**src/rtl/unsigned_mult_pkg.sv**
```systemverilog
// Shared definitions for the unsigned 8x8 product accumulator.
//   acc_state_e : accumulator FSM states (idle, accumulating, result held)
//   CountW      : width of the term counter / out_count (holds 1..256)
//   acc_width() : accumulator width that cannot overflow for n_terms products
package unsigned_mult_pkg;

  typedef enum logic [1:0] {
    StIdle = 2'd0,
    StAcc  = 2'd1,
    StHold = 2'd2
  } acc_state_e;

  localparam int unsigned CountW = 9;

  function automatic int unsigned acc_width(input int unsigned prod_w,
                                            input int unsigned n_terms);
    return prod_w + $clog2(n_terms);
  endfunction

endpackage

```
**src/rtl/prod_acc_term_cnt.sv**
```systemverilog
// Term counter with final-beat detection for the product accumulator.
//   clk_i    : clock
//   rst_ni   : asynchronous active-low reset
//   clear_i  : discard the running count
//   accept_i : a beat is accepted this cycle
//   last_i   : the offered beat is flagged as the last term
//   cnt_o    : terms accepted so far in the current accumulation
//   final_o  : the offered beat closes the accumulation
module prod_acc_term_cnt
  import unsigned_mult_pkg::*;
#(
  parameter int unsigned N_TERMS = 16
) (
  input  logic              clk_i,
  input  logic              rst_ni,
  input  logic              clear_i,
  input  logic              accept_i,
  input  logic              last_i,
  output logic [CountW-1:0] cnt_o,
  output logic              final_o
);

  logic [CountW-1:0] cnt_q, cnt_d;

  // A beat is final when flagged, or when it would be the N_TERMS-th term.
  assign final_o = last_i || (cnt_q == CountW'(N_TERMS - 1));
  assign cnt_o   = cnt_q;

  always_comb begin
    cnt_d = cnt_q;
    if (clear_i) begin
      cnt_d = '0;
    end else if (accept_i) begin
      cnt_d = final_o ? '0 : cnt_q + CountW'(1);
    end
  end

  always_ff @(posedge clk_i or negedge rst_ni) begin
    if (!rst_ni) begin
      cnt_q <= '0;
    end else begin
      cnt_q <= cnt_d;
    end
  end

endmodule

```
**src/rtl/unsigned_8x8_prod_acc.sv**
```systemverilog
// Accumulates a stream of unsigned products from an upstream 8x8 multiplier
// and presents the sum plus term count with a valid/ready handshake.
//   clk, rst_n           : clock, asynchronous active-low reset
//   in_valid/in_ready    : product beat handshake
//   in_prod              : unsigned product (PROD_W bits)
//   in_last              : beat is the final term of this accumulation
//   clear                : discard the partial sum (ignored while a result is held)
//   out_valid/out_ready  : result handshake
//   out_sum, out_count   : accumulated sum and number of terms (1..N_TERMS)
module unsigned_8x8_prod_acc
  import unsigned_mult_pkg::*;
#(
  parameter int unsigned N_TERMS = 16,
  parameter int unsigned PROD_W  = 16,
  localparam int unsigned ACC_W  = acc_width(PROD_W, N_TERMS)
) (
  input  logic              clk,
  input  logic              rst_n,
  input  logic              in_valid,
  output logic              in_ready,
  input  logic [PROD_W-1:0] in_prod,
  input  logic              in_last,
  input  logic              clear,
  output logic              out_valid,
  input  logic              out_ready,
  output logic [ACC_W-1:0]  out_sum,
  output logic [8:0]        out_count
);

  acc_state_e        state_q, state_d;
  logic [ACC_W-1:0]  acc_q, acc_d;
  logic [ACC_W-1:0]  out_sum_q, out_sum_d;
  logic [CountW-1:0] out_count_q, out_count_d;
  logic              rdy_en_q;
  logic              accept;
  logic              is_final;
  logic [CountW-1:0] cnt;
  logic [ACC_W-1:0]  sum;

  // rdy_en_q keeps in_ready low through reset and until the first edge after it.
  assign in_ready  = rdy_en_q && (state_q != StHold) && !clear;
  assign accept    = in_valid && in_ready;
  assign out_valid = (state_q == StHold);
  assign out_sum   = out_sum_q;
  assign out_count = out_count_q;
  assign sum       = acc_q + ACC_W'(in_prod);

  prod_acc_term_cnt #(
    .N_TERMS (N_TERMS)
  ) u_term_cnt (
    .clk_i    (clk),
    .rst_ni   (rst_n),
    .clear_i  (clear && (state_q != StHold)),
    .accept_i (accept),
    .last_i   (in_last),
    .cnt_o    (cnt),
    .final_o  (is_final)
  );

  always_comb begin
    state_d     = state_q;
    acc_d       = acc_q;
    out_sum_d   = out_sum_q;
    out_count_d = out_count_q;
    unique case (state_q)
      StIdle, StAcc: begin
        if (clear) begin
          acc_d   = '0;
          state_d = StIdle;
        end else if (accept) begin
          if (is_final) begin
            out_sum_d   = sum;
            out_count_d = cnt + CountW'(1);
            acc_d       = '0;
            state_d     = StHold;
          end else begin
            acc_d   = sum;
            state_d = StAcc;
          end
        end
      end
      StHold: begin
        if (out_ready) begin
          state_d = StIdle;
        end
      end
      default: state_d = StIdle;
    endcase
  end

  always_ff @(posedge clk or negedge rst_n) begin
    if (!rst_n) begin
      state_q     <= StIdle;
      acc_q       <= '0;
      out_sum_q   <= '0;
      out_count_q <= '0;
      rdy_en_q    <= 1'b0;
    end else begin
      state_q     <= state_d;
      acc_q       <= acc_d;
      out_sum_q   <= out_sum_d;
      out_count_q <= out_count_d;
      rdy_en_q    <= 1'b1;
    end
  end

endmodule

```
**config.mk**
```make
export PLATFORM = sky130hd
export DESIGN_NAME = unsigned_8x8_prod_acc
export DESIGN_NICKNAME = d
export VERILOG_FILES = /design/src/rtl/unsigned_mult_pkg.sv /design/src/rtl/prod_acc_term_cnt.sv /design/src/rtl/unsigned_8x8_prod_acc.sv
export SDC_FILE = /design/constraint.sdc
export NUM_CORES = 1
export LEC_CHECK = 0
export ABC_AREA = 0
export ABC_CLOCK_PERIOD_IN_PS = 3370
export CAP_MARGIN = 40
export CORE_UTILIZATION = 50
export CTS_CLUSTER_SIZE = 40
export DETAILED_ROUTE_END_ITERATION = 7
export PLACE_DENSITY = 0.72
export SYNTH_ARGS = -nofsm -noshare
export SYNTH_HDL_FRONTEND = slang
export SYNTH_SLANG_ARGS = --single-unit
```
**constraint.sdc**
```tcl
create_clock -name clk -period 3.37 [get_ports clk]
set_input_delay 0.5055 -clock clk [delete_from_list [all_inputs] [get_ports clk]]
set_output_delay 0.5055 -clock clk [all_outputs]
set_load 0.03 [all_outputs]
```
==> results.rst, run 1 <==
.. list-table::
   :header-rows: 1

   * - Metric
     - Value
   * - Register clock-pin slew on the reported worst setup and hold paths
     - 70 ps
   * - Routed length on met2
     - 3.33 mm
   * - Fillers
     - 544
   * - Antenna diode instance count
     - 0
   * - Initial DRC Count
     - 200
   * - Number of H-tree branching levels
     - 3
   * - Fin Setup TNS
     - 0 ps
   * - Element type at the critical path end
     - flop
   * - Largest net degree at the start of global routing
     - 37
   * - Sequential area share after synthesis
     - 45.6%
   * - Initial antenna violation count
     - 0
   * - Nets in the synthesized netlist
     - 380
   * - Chip Height
     - 83.9 µm
   * - Net switching fraction of the power
     - 31.8%
   * - Sequence of cells on the critical path
     - clkdlybuf4s50_1 -> ha_1 -> inv_1 -> fa_1 -> and2b_2 -> o31ai_1 -> a21oi_1 -> o41ai_1 -> xnor2_1 -> mux2_2
   * - Cell count after synthesis
     - 340
   * - Top cells by area, synth
     - dfrtp_1 46%, ha_1 6.3%, o21ai_0 5.2%
   * - Area inside the core boundary
     - 6420 µm²
   * - Routed wire length
     - 7.28 mm
   * - Clock latency on the worst-skew pair
     - 340 ps
   * - Synth Cell Area
     - 3350 µm²
   * - Core Rows
     - 29
   * - Horizontal extent of the die
     - 83.9 µm
   * - Startpoint of the lowest-slack register-to-register path
     - acc_q[0]$_DFFE_PN0P_
   * - Area of the die
     - 7030 µm²
   * - Proportion of power drawn by combinational gates
     - 28.3%
   * - Deepest clock path buffer count
     - 2
   * - Fraction of layout cells with a size suffix above 1
     - 10.9%
   * - Relative max-transition margin
     - 66.0%
   * - Average vias per placed instance
     - 5.76
   * - Count of vias placed by the detailed router
     - 2757
   * - Source of the worst hold timing path
     - out_count[6]$_DFFE_PN0P_
   * - Critical path's top delay family
     - compound AO/OA/AOI/OAI gates
   * - Post-synth EDFFs
     - 0
   * - Clock tree root buffer cell
     - clkbuf_8
   * - Number of sinks on the clock net
     - 61
   * - Final Max Tran Viols
     - 0
   * - Share of the synthesized netlist area taken by xor and xnor gates
     - 5.75%
   * - CP Data Required Time
     - 3590 ps
   * - Critical path buffers and inverters
     - 2
   * - Top layer in use
     - met4
   * - Worst hold slack
     - 478 ps
   * - Overflow left after global routing
     - 0
   * - Cell internal power dissipation
     - 1.33 mW
   * - Synthesized area per cell
     - 9.86 µm²
   * - Top-level port count
     - 53
   * - RD Place Congestion
     - 0.886
   * - Multiplexer share of the synthesized area
     - 4.71%
   * - Post-synthesis adder-cell area fraction
     - 6.95%
   * - Violated checks
     - design-rule violations
   * - RSZ-0062 raised after global routing
     - no
   * - Tmin final
     - 2740 ps
   * - Launching instance or port of the critical path
     - in_prod[0]
   * - Vias in the first global route
     - 2680
   * - Dominant combinational cell family by area after synthesis
     - compound AO/OA/AOI/OAI gates
   * - Delay of the slowest cell on the worst path
     - 420 ps
   * - Total setup violations reported at the end of the flow
     - 0
   * - Portion of total power attributed to sequential cells
     - 43.9%
   * - Top-area cell type share of the netlist area
     - 45.6%
   * - Final-report hold violation count
     - 0
   * - Number of max-cap violations
     - 0
   * - Worst setup SP type
     - input pin
   * - Global-route wire length before repair
     - 12.5 mm
   * - Portion of total power attributed to the clock network
     - 27.8%
   * - Hold WC Path Type
     - reg -> reg
   * - Run status
     - finished, violations left
   * - Number of buffers added by the clock tree synthesis step
     - 9
   * - # DRC
     - 2
   * - Distinct cell type count of the synthesized netlist
     - 51
   * - Routed met1 length
     - 3.40 mm
   * - Async S/R FF share, synth
     - 100%
   * - Max frequency
     - 365 MHz
   * - Wire length per cell
     - 15.2 µm
   * - Compound-gate portion of the synthesized area
     - 20.6%
   * - Actual transition at the worst max-transition pin
     - 509 ps
   * - Post-route fraction of the period consumed by the critical path
     - 81.2%
   * - Area growth from synthesis to layout
     - 23.7%
   * - Arrival @ worst endpoint
     - 2960 ps
   * - Net count, final
     - 440
   * - Number of iterations in the first detailed-routing pass
     - 7
   * - Psw
     - 620 µW
   * - Power per cell area
     - 471 nW/µm²
   * - Clock Skew
     - 7.47 ps
   * - CTS tree
     - built
   * - Cell taking the most area after synthesis
     - dfrtp_1
   * - Effective utilization at floorplan
     - 52.2%
   * - Number of nets with antenna violations after routing
     - 0
   * - Number of synthesized register bits
     - 61
   * - Cell type of the slowest stage on the worst timing path
     - o41ai_1
   * - Commonest register cell after synthesis
     - dfrtp_1
   * - Total global-route track usage
     - 22.6%
   * - Post-CTS setup repair buffer count
     - 0
   * - HPWL after detailed placement
     - 5.26 mm
   * - Warnings, synthesis
     - 0
   * - Largest fanout on the critical path
     - 3
   * - Met3 Wirelength
     - 411 µm
   * - Type of the worst setup path
     - in -> reg
   * - Peak supply drop
     - 0.264 mV
   * - Post-Synth Simple-Gate Area
     - 13.4%
   * - Port Buffer Count
     - 52
   * - Leakage
     - 1.83 nW
-- Yosys cell counts, types with 2 or more instances --
cell type,number
ha_1,17
buf_2,2
o31ai_1,5
a22o_1,12
nor3_1,6
a21o_1,4
a31oi_1,4
mux2_2,14
clkbuf_1,9
or2_2,2
a21oi_1,21
o21a_1,4
nand3b_1,3
nand2_1,38
o22ai_1,2
a31o_2,2
or3_1,5
inv_1,11
and3_1,6
or2_1,2
xnor2_1,16
nor2_1,19
a311oi_1,2
o21ai_0,35
xor2_1,6
dfrtp_1,61
nand3_1,7
a22oi_1,2
-- stage by stage --
step                cells  worst slack (ps)  total power, mW  utilization (%)  cell area (µm²)
floorplan             340               878             1.19                -             3350
global route          479               406             2.05             64.5             4140
finish                479               632             1.95             64.5             4140
detailed placement    465               291             1.43             62.0             3980
global placement      464               339             1.41             61.7             3960
CTS                   479               647             1.97             64.5             4140
-- power by group through the flow --
stage	clock network, mW	registers, mW	logic, mW
final	0.543	0.857	0.554
after global placement	0	0.868	0.546
after global routing	0.592	0.869	0.592
after floorplan	0	1.00	0.189
after detailed placement	0	0.872	0.555
after CTS	0.555	0.859	0.559
-- routing by layer --
| metal | vias to the layer above | GRT usage, % |
|---|---|---|
| met5 | - | 0 |
| met4 | 0 | 8.46 |
| met3 | 13 | 5.93 |
| met2 | 74 | 34.8 |
| met1 | 1324 | 30.7 |
| li1 | 1346 | - |
-- path summary, 6_finish.rpt --
| path | to | slack, ps | cells past startpoint |
|---|---|---|---|
| min in group asynchronous | out_sum[11]$_DFFE_PN0P_ | 520 | 2 |
| min | out_count[6]$_DFFE_PN0P_ | 480 | 2 |
| max in group asynchronous | acc_q[0]$_DFFE_PN0P_ | 2220 | 4 |
| min reg2reg | out_count[6]$_DFFE_PN0P_ | 480 | 2 |
| max reg2reg | out_sum[12]$_DFFE_PN0P_ | 850 | 9 |
| max | out_sum[12]$_DFFE_PN0P_ | 630 | 10 |
-- layout make-up --
type | count | area [µm²] | share of cell area [%]
Clock buffer | 11 | 141 | 3.41
Clock inverter | 2 | 12.5 | 0.302
Inverter | 11 | 41.3 | 0.996
Multi-Input combinational cell | 256 | 1730 | 41.7
Sequential cell | 61 | 1530 | 36.8
Tap cell | 77 | 96.3 | 2.32
Timing Repair Buffer | 61 | 598 | 14.4
-- cells by family (layout without fill, tap and decap cells) --
family          count (synthesis)  count (layout)
buf+inv                        23              85
fa+ha+maj                      18              18
simple gates                   95              95
flops                          61              61
other cells                     1               1
compound gates                106             106
xor+xnor                       22              22
mux                            14              14
-- worst min-delay path: cells and delay by family (launching register included) --
kind            cells  cell delay (ps)
compound gates      1               60
flops               1              340
simple gates        1               50
-- cell usage in the layout, fill, tap and decap left out, types with 7 or more instances in the layout --
cell / netlist / routed
a21oi_1: 21 / 21
a22o_1: 12 / 12
buf_4: 0 / 7
clkbuf_8: 0 / 10
clkdlybuf4s50_1: 0 / 51
dfrtp_1: 61 / 61
ha_1: 17 / 17
inv_1: 11 / 11
mux2_2: 14 / 14
nand2_1: 38 / 38
nand3_1: 7 / 7
nor2_1: 19 / 19
o21ai_0: 35 / 35
xnor2_1: 16 / 16
-- state kept, by name, summed over array words and instances (netlist names) --
| signal | count |
|---|---|
| u_term_cnt.cnt_o | 9 |
| acc_q | 20 |
| out_sum | 20 |
| rdy_en_q | 1 |
| state_q | 2 |
| out_count | 9 |
-- what timing repair did --
item,CTS,global route
resized for setup,0,0
setup endpoints to repair,0,0
hold buffers,1,0
endpoints found under the hold margin,1,0
(Power assumes the default switching activity.)
==> inputs of run 2 (changes only) <==
--- a/config.mk
+++ b/config.mk
@@ -6,12 +6,12 @@
 export NUM_CORES = 1
 export LEC_CHECK = 0
 export ABC_AREA = 0
-export ABC_CLOCK_PERIOD_IN_PS = 3370
+export ABC_CLOCK_PERIOD_IN_PS = 2300
 export CAP_MARGIN = 40
-export CORE_UTILIZATION = 50
+export CORE_UTILIZATION = 49
 export CTS_CLUSTER_SIZE = 40
 export DETAILED_ROUTE_END_ITERATION = 7
-export PLACE_DENSITY = 0.72
+export PLACE_DENSITY = 0.74
 export SYNTH_ARGS = -nofsm -noshare
 export SYNTH_HDL_FRONTEND = slang
 export SYNTH_SLANG_ARGS = --single-unit
==> constraint.sdc (replaced) <==
create_clock -name clk -period 2.3 [get_ports clk]
set_input_delay 0.345 -clock clk [delete_from_list [all_inputs] [get_ports clk]]
set_output_delay 0.345 -clock clk [all_outputs]
set_load 0.03 [all_outputs]
==> results.rst, run 2 (synthesized netlist as in run 1, its figures left out) <==
.. list-table::
   :header-rows: 1

   * - Metric
     - Value
   * - Run status
     - finished, violations left (unchanged)
   * - Violated checks
     - design-rule violations, negative setup slack (was design-rule violations)
   * - Global-route wire length before repair
     - 13.0 mm (was 12.5 mm)
   * - Area inside the core boundary
     - 6460 µm² (was 6420 µm²)
   * - Most common cell after layout, fill and taps aside
     - dfrtp_1 (unchanged)
   * - Relative max-transition margin
     - 54.5% (was 66.0%)
   * - Total setup violations reported at the end of the flow
     - 1 (was 0)
   * - Area of the die
     - 7170 µm² (was 7030 µm²)
   * - Fraction of layout cells with a size suffix above 1
     - 23.0% (was 10.9%)
   * - Initial DRC Count
     - 162 (was 200)
   * - Arrival @ worst endpoint
     - 2570 ps (was 2960 ps)
   * - Cell internal power dissipation
     - 2.11 mW (was 1.33 mW)
   * - Net count, final
     - 475 (was 440)
   * - Final Max Tran Viols
     - 0 (unchanged)
   * - Antenna diode instance count
     - 0 (unchanged)
   * - Portion of total power attributed to the clock network
     - 31.0% (was 27.8%)
   * - Final-report hold violation count
     - 0 (unchanged)
   * - Horizontal extent of the die
     - 84.7 µm (was 83.9 µm)
   * - Routed wire length
     - 7.93 mm (was 7.28 mm)
   * - Proportion of power drawn by combinational gates
     - 28.7% (was 28.3%)
   * - Overflow left after global routing
     - 0 (unchanged)
   * - Number of max-cap violations
     - 0 (unchanged)
   * - Number of buffers added by the clock tree synthesis step
     - 9 (unchanged)
   * - Number of H-tree branching levels
     - 3 (unchanged)
   * - Post-route standard cell area excluding fillers
     - 4590 µm² (was 4140 µm²)
   * - Number of nets with antenna violations after routing
     - 0 (unchanged)
   * - Register clock-pin slew on the reported worst setup and hold paths
     - 70 ps (about the same)
   * - Most frequent cells in the layout
     - 61 x dfrtp_1, 50 x clkdlybuf4s50_1, 43 x buf_4, 38 x nand2_1, 35 x o21ai_0 (was 61 x dfrtp_1, 51 x clkdlybuf4s50_1, 38 x nand2_1, 35 x o21ai_0, 21 x a21oi_1)
   * - Worst hold slack
     - 44.9 ps (was 478 ps)
   * - CP Data Required Time
     - 2570 ps (was 3590 ps)
   * - Worst setup SP type
     - input pin (unchanged)
   * - Area growth from synthesis to layout
     - 36.9% (was 23.7%)
   * - Placement Setup Slack
     - -573 ps (was 291 ps)
   * - Top-level port count
     - 53 (unchanged)
   * - Smallest setup slack after layout
     - -1.92 ps (was 632 ps)
   * - Peak supply drop
     - 0.394 mV (was 0.264 mV)
   * - Net switching fraction of the power
     - 32.4% (was 31.8%)
   * - Leakage
     - 2.03 nW (was 1.83 nW)
   * - Hold WC Path Type
     - in -> async (was reg -> reg)
   * - Port Buffer Count
     - 52 (unchanged)
   * - HPWL after detailed placement
     - 5.54 mm (was 5.26 mm)
   * - Post-route fraction of the period consumed by the critical path
     - 100%
   * - Number of cells in the finished layout apart from fillers
     - 517 (was 479)
   * - # DRC
     - 2 (unchanged)
   * - Largest net degree at the start of global routing
     - 35 (was 37)
   * - Effective utilization at floorplan
     - 51.9% (was 52.2%)
   * - Core Rows
     - 29 (unchanged)
   * - Chip Height
     - 84.7 µm (was 83.9 µm)
   * - Count of vias placed by the detailed router
     - 2895 (was 2757)
   * - Average vias per placed instance
     - 5.60 (was 5.76)
   * - Portion of total power attributed to sequential cells
     - 40.2% (was 43.9%)
   * - Initial antenna violation count
     - 0 (unchanged)
   * - Vias in the first global route
     - 2851 (was 2680)
   * - Tmin final
     - 2300 ps
   * - CTS tree
     - built (unchanged)
   * - RSZ-0062 raised after global routing
     - yes (was no)
   * - Max frequency
     - 434 MHz
   * - Psw
     - 1.01 mW (was 620 µW)
   * - Actual transition at the worst max-transition pin
     - 682 ps (was 509 ps)
   * - Power per cell area
     - 681 nW/µm² (was 471 nW/µm²)
   * - Fin Setup TNS
     - -1.92 ps (was 0 ps)
   * - Total global-route track usage
     - 22.9% (was 22.6%)
   * - Element type at the critical path end
     - flop (unchanged)
   * - Clock Skew
     - 6.91 ps (was 7.47 ps)
   * - Cell area reported after detailed placement
     - 4230 µm² (was 3980 µm²)
   * - Type of the worst setup path
     - in -> reg (unchanged)
   * - Placed Cells incl. Taps
     - 498 (was 465)
   * - Clock tree root buffer cell
     - clkbuf_8 (unchanged)
   * - Number of sinks on the clock net
     - 61 (unchanged)
   * - Wire length per cell
     - 15.3 µm (was 15.2 µm)
   * - Post-CTS Hold Buffers
     - 0 (was 1)
   * - Number of iterations in the first detailed-routing pass
     - 7 (unchanged)
   * - Largest fanout on the critical path
     - 4 (was 3)
   * - Deepest clock path buffer count
     - 2 (unchanged)
   * - RD Place Congestion
     - 0.861 (was 0.886)
   * - Clock latency on the worst-skew pair
     - 330 ps (was 340 ps)
==> run 2: final cells by class <==
| cell class | count | area, µm² |
|---|---|---|
| Clock buffer | 9 | 124 |
| Clock inverter | 7 | 75.1 |
| Fill cell | 492 | 1870 |
| Inverter | 11 | 41.3 |
| Multi-Input combinational cell | 256 | 1860 |
| Sequential cell | 61 | 1530 |
| Tap cell | 77 | 96.3 |
| Timing Repair Buffer | 96 | 861 |
==> run 2: repair_timing <==
action / CTS / global route
gates cloned: 0 / 0
pin swaps: 2 / 6
buffers inserted: 1 / 2
resized for setup: 6 / 16
setup endpoints to repair: 9 / 17
==> run 2: routing by layer <==
| metal | share of wire [%] | track usage [%] |
|---|---|---|
| met5 | 0 | 0 |
| met4 | 0.77 | 7.40 |
| met3 | 4.0 | 3.54 |
| met2 | 47 | 36.9 |
| met1 | 48 | 31.8 |
==> run 2: through the flow <==
step	utilization [%]	power, mW
final	71.0	3.12
after global routing	71.0	3.25
after CTS	69.4	3.12
after detailed placement	65.5	2.15
after global placement	65.5	2.13
after floorplan	-	1.75
==> run 2: power groups by stage <==
stage	logic, mW	clock network (mW)	registers [mW]
after global routing	0.958	1.02	1.27
after CTS	0.882	0.983	1.26
final	0.897	0.969	1.26
after floorplan	0.278	0	1.47
after global placement	0.856	0	1.27
after detailed placement	0.871	0	1.28
==> run 2: worst max-delay path, cell delays in order <==
cell and delay [ps]:
clkdlybuf4s50_1 410, ha_1 340, o21ai_0 100, o31a_1 340, o221a_2 250, o41a_1 370
or3_1 330, nand3_1 90
==> run 2: worst paths after layout <==
path | start | endpoint | slack [ps] | cells after the start
setup / recovery | in_prod[2] | acc_q[19]$_DFFE_PN0P_ | -2 | 8
hold / removal | rst_n | acc_q[10]$_DFFE_PN0P_ | 40 | 1
setup reg to reg | acc_q[0]$_DFFE_PN0P_ | acc_q[8]$_DFFE_PN0P_ | 10 | 10
hold reg to reg | out_sum[15]$_DFFE_PN0P_ | out_sum[15]$_DFFE_PN0P_ | 480 | 2
max in group asynchronous | rst_n | acc_q[1]$_DFFE_PN0P_ | 1630 | 2
min in group clk | in_prod[0] | acc_q[0]$_DFFE_PN0P_ | 430 | 3
==> inputs of run 3 (changes only) <==
--- a/config.mk
+++ b/config.mk
@@ -8,10 +8,14 @@
 export ABC_AREA = 0
 export ABC_CLOCK_PERIOD_IN_PS = 2300
 export CAP_MARGIN = 40
-export CORE_UTILIZATION = 49
+export CELL_PAD_IN_SITES_DETAIL_PLACEMENT = 0
+export CELL_PAD_IN_SITES_GLOBAL_PLACEMENT = 1
+export CORE_ASPECT_RATIO = 1.75
+export CORE_UTILIZATION = 37
 export CTS_CLUSTER_SIZE = 40
 export DETAILED_ROUTE_END_ITERATION = 7
-export PLACE_DENSITY = 0.74
+export PLACE_DENSITY = 0.72
+export SLEW_MARGIN = 5
 export SYNTH_ARGS = -nofsm -noshare
 export SYNTH_HDL_FRONTEND = slang
 export SYNTH_SLANG_ARGS = --single-unit
==> results.rst, run 3 (synthesized netlist as in run 1, its figures left out) <==
.. list-table::
   :header-rows: 1

   * - Metric
     - Value
   * - Core Rows
     - 45 (was 29)
   * - Initial antenna violation count
     - 0 (unchanged)
   * - Wire length per cell
     - 15.7 µm (was 15.3 µm)
   * - Source of the worst hold timing path
     - out_sum[1]$_DFFE_PN0P_
   * - Effective utilization at floorplan
     - 38.4% (was 51.9%)
   * - Register clock-pin slew on the reported worst setup and hold paths
     - 50 ps (was 70 ps)
   * - HPWL after detailed placement
     - 6.49 mm (was 5.54 mm)
   * - Placement Setup Slack
     - -576 ps (was -573 ps)
   * - Port Buffer Count
     - 52 (unchanged)
   * - Deepest clock path buffer count
     - 2 (unchanged)
   * - Run status
     - finished, violations left (unchanged)
   * - Number of sinks on the clock net
     - 61 (unchanged)
   * - Portion of total power attributed to sequential cells
     - 36.0% (was 40.2%)
   * - Cell internal power dissipation
     - 2.49 mW (was 2.11 mW)
   * - Worst hold slack
     - 483 ps (was 44.9 ps)
   * - GR Layer Usage met2
     - 37.0% (was 36.9%)
   * - Most frequent cells in the layout
     - 61 x dfrtp_1, 56 x buf_4, 47 x clkdlybuf4s50_1, 38 x nand2_1, 32 x o21ai_0 (was 61 x dfrtp_1, 50 x clkdlybuf4s50_1, 43 x buf_4, 38 x nand2_1, 35 x o21ai_0)
   * - GRT met1 Usage
     - 22.1% (was 31.8%)
   * - Clock tree root buffer cell
     - clkbuf_16 (was clkbuf_8)
   * - Global-route wire length before repair
     - 14.4 mm (was 13.0 mm)
   * - Count of vias placed by the detailed router
     - 2914 (was 2895)
   * - Post-route fraction of the period consumed by the critical path
     - 101% (was 100%)
   * - Leakage
     - 2.16 nW (was 2.03 nW)
   * - Antenna diode instance count
     - 0 (unchanged)
   * - FF-to-FF End
     - out_sum[12]$_DFFE_PN0P_ (was acc_q[8]$_DFFE_PN0P_)
   * - RSZ-0062 raised after global routing
     - yes (unchanged)
   * - Violated checks
     - negative setup slack (was design-rule violations, negative setup slack)
   * - Clock Skew
     - 4.76 ps (was 6.91 ps)
   * - Power per cell area
     - 718 nW/µm² (was 681 nW/µm²)
   * - Global routing met3 resource utilization
     - 5.50% (was 3.54%)
   * - Worst setup SP type
     - input pin (unchanged)
   * - Horizontal extent of the die
     - 73.9 µm (was 84.7 µm)
   * - Arrival @ worst endpoint
     - 2590 ps (was 2570 ps)
   * - Psw
     - 1.02 mW (was 1.01 mW)
   * - Total setup violations reported at the end of the flow
     - 1 (unchanged)
   * - Proportion of power drawn by combinational gates
     - 26.4% (was 28.7%)
   * - Final Max Tran Viols
     - 0 (unchanged)
   * - Initial DRC Count
     - 121 (was 162)
   * - Hold WC Path Type
     - reg -> reg (was in -> async)
   * - Number of cells on the worst hold path
     - 2
   * - CP Data Required Time
     - 2570 ps (about the same)
   * - Overflow left after global routing
     - 0 (unchanged)
   * - Startpoint of the lowest-slack register-to-register path
     - acc_q[0]$_DFFE_PN0P_ (unchanged)
   * - Most common cell after layout, fill and taps aside
     - dfrtp_1 (unchanged)
   * - Largest fanout on the critical path
     - 6 (was 4)
   * - Number of iterations in the first detailed-routing pass
     - 4 (was 7)
   * - Tmin final
     - 2330 ps (was 2300 ps)
   * - Number of H-tree branching levels
     - 3 (unchanged)
   * - Top-level port count
     - 53 (unchanged)
   * - Smallest setup slack after layout
     - -26.2 ps (was -1.92 ps)
   * - # DRC
     - 0 (was 2)
   * - Type of the worst setup path
     - in -> reg (unchanged)
   * - Final-report hold violation count
     - 0 (unchanged)
   * - Fraction of layout cells with a size suffix above 1
     - 24.9% (was 23.0%)
   * - Net count, final
     - 490 (was 475)
   * - Max frequency
     - 430 MHz (was 434 MHz)
   * - Area of the die
     - 9460 µm² (was 7170 µm²)
   * - CTS tree
     - built (unchanged)
   * - Area growth from synthesis to layout
     - 45.6% (was 36.9%)
   * - RD Place Congestion
     - 0.810 (was 0.861)
   * - Most congested layer reported by global routing
     - met2 (unchanged)
   * - Number of max-cap violations
     - 0 (unchanged)
   * - Peak supply drop
     - 0.433 mV (was 0.394 mV)
   * - Area inside the core boundary
     - 8730 µm² (was 6460 µm²)
   * - Element type at the critical path end
     - flop (unchanged)
   * - Routed wire length
     - 8.94 mm (was 7.93 mm)
   * - Total global-route track usage
     - 20.6% (was 22.9%)
   * - Cell count of the worst reg-to-reg path
     - 9 (was 10)
   * - Net switching fraction of the power
     - 29.1% (was 32.4%)
   * - Portion of total power attributed to the clock network
     - 37.6% (was 31.0%)
   * - Endpoint, Worst Hold
     - out_sum[1]$_DFFE_PN0P_
   * - Number of buffers added by the clock tree synthesis step
     - 9 (unchanged)
   * - Average vias per placed instance
     - 5.11 (was 5.60)
   * - Chip Height
     - 128 µm (was 84.7 µm)
   * - Number of nets with antenna violations after routing
     - 0 (unchanged)
   * - Largest net degree at the start of global routing
     - 28 (was 35)
   * - Clock latency on the worst-skew pair
     - 330 ps (about the same)
   * - Reg-to-reg setup timing slack
     - 20 ps (was 10 ps)
   * - Vias in the first global route
     - 3091 (was 2851)
==> run 3: cell count changes in the layout (fill, tap and decap cells not counted), moves of 2 or more <==
| cell | change |
|---|---|
| clkdlybuf4s50_1 | -3 |
| clkinvlp_4 | -3 |
| ha_4 | +4 |
| ha_1 | -4 |
| dlygate4sd2_1 | +2 |
| a21oi_2 | +2 |
| buf_4 | +13 |
| o21ai_1 | +3 |
| clkbuf_16 | +9 |
| clkbuf_8 | -8 |
| o21ai_0 | -3 |
| clkbuf_1 | +2 |
==> run 3: what timing repair did <==
action / 4_1_cts / 5_1_grt
pin swaps: 5 / 10
cloned: 0 / 0
endpoints found under the hold margin: 14 / 0
buffers inserted: 0 / 2
endpoints found under the setup margin: 10 / 12
hold buffers: 1 / 0
gates resized for setup: 14 / 13
==> run 3: critical path, stage by stage <==
cell and delay, ps:
clkdlybuf4s50_1 450, ha_4 310, nand4_1 110, or2_1 250, o221a_2 270, o41a_1 450
or3_1 330, nand3_1 90
==> run 3: layout make-up <==
type,count,area (µm²)
clock buffer,12,246
clock inverter,2,35.0
fill,794,3850
inverter,11,41.3
multi-input combinational,256,1890
sequential,61,1530
tap,117,146
timing repair buffer,111,988
==> run 3: worst max-delay path by stage <==
stage | from | to | slack [ps] | cells past startpoint
2_1_floorplan | acc_q[0]$_DFFE_PN0P_ | out_sum[12]$_DFFE_PN0P_ | 50 | 9
3_3_place_gp | in_prod[0] | out_sum[12]$_DFFE_PN0P_ | -510 | 10
3_5_place_dp | in_prod[0] | out_sum[12]$_DFFE_PN0P_ | -580 | 10
4_1_cts | acc_q[0]$_DFFE_PN0P_ | out_sum[12]$_DFFE_PN0P_ | 2 | 9
5_1_grt | acc_q[0]$_DFFE_PN0P_ | out_sum[12]$_DFFE_PN0P_ | -80 | 9
6_report | in_prod[8] | acc_q[19]$_DFFE_PN0P_ | -30 | 8
==> run 3: power groups by stage <==
stage	Combinational [mW]	Sequential, mW	Clock (mW)
global placement	0.894	1.27	0
global route	0.992	1.28	1.39
detailed placement	0.901	1.28	0
floorplan	0.278	1.47	0
CTS	0.917	1.26	1.33
finish	0.927	1.26	1.32
==> run 3: per-stage QoR <==
step	instance area [µm²]	utilization, %	total power [mW]	TNS [ps]	cells
finish	4880	55.9	3.50	-26.2	570
global route	4880	55.9	3.66	-345	570
CTS	4790	54.9	3.51	0	569
detailed placement	4420	50.7	2.18	-7900	554
global placement	4420	50.7	2.17	-7400	554
floorplan	3360	-	1.75	0	340
==> run 3: metal layers <==
| metal | part of all wire [%] | vias up |
|---|---|---|
| met2 | 56 | 45 |
| met3 | 3.5 | 10 |
| li1 | - | 1438 |
| met5 | 0 | - |
| met1 | 39 | 1421 |
| met4 | 1.7 | 0 |
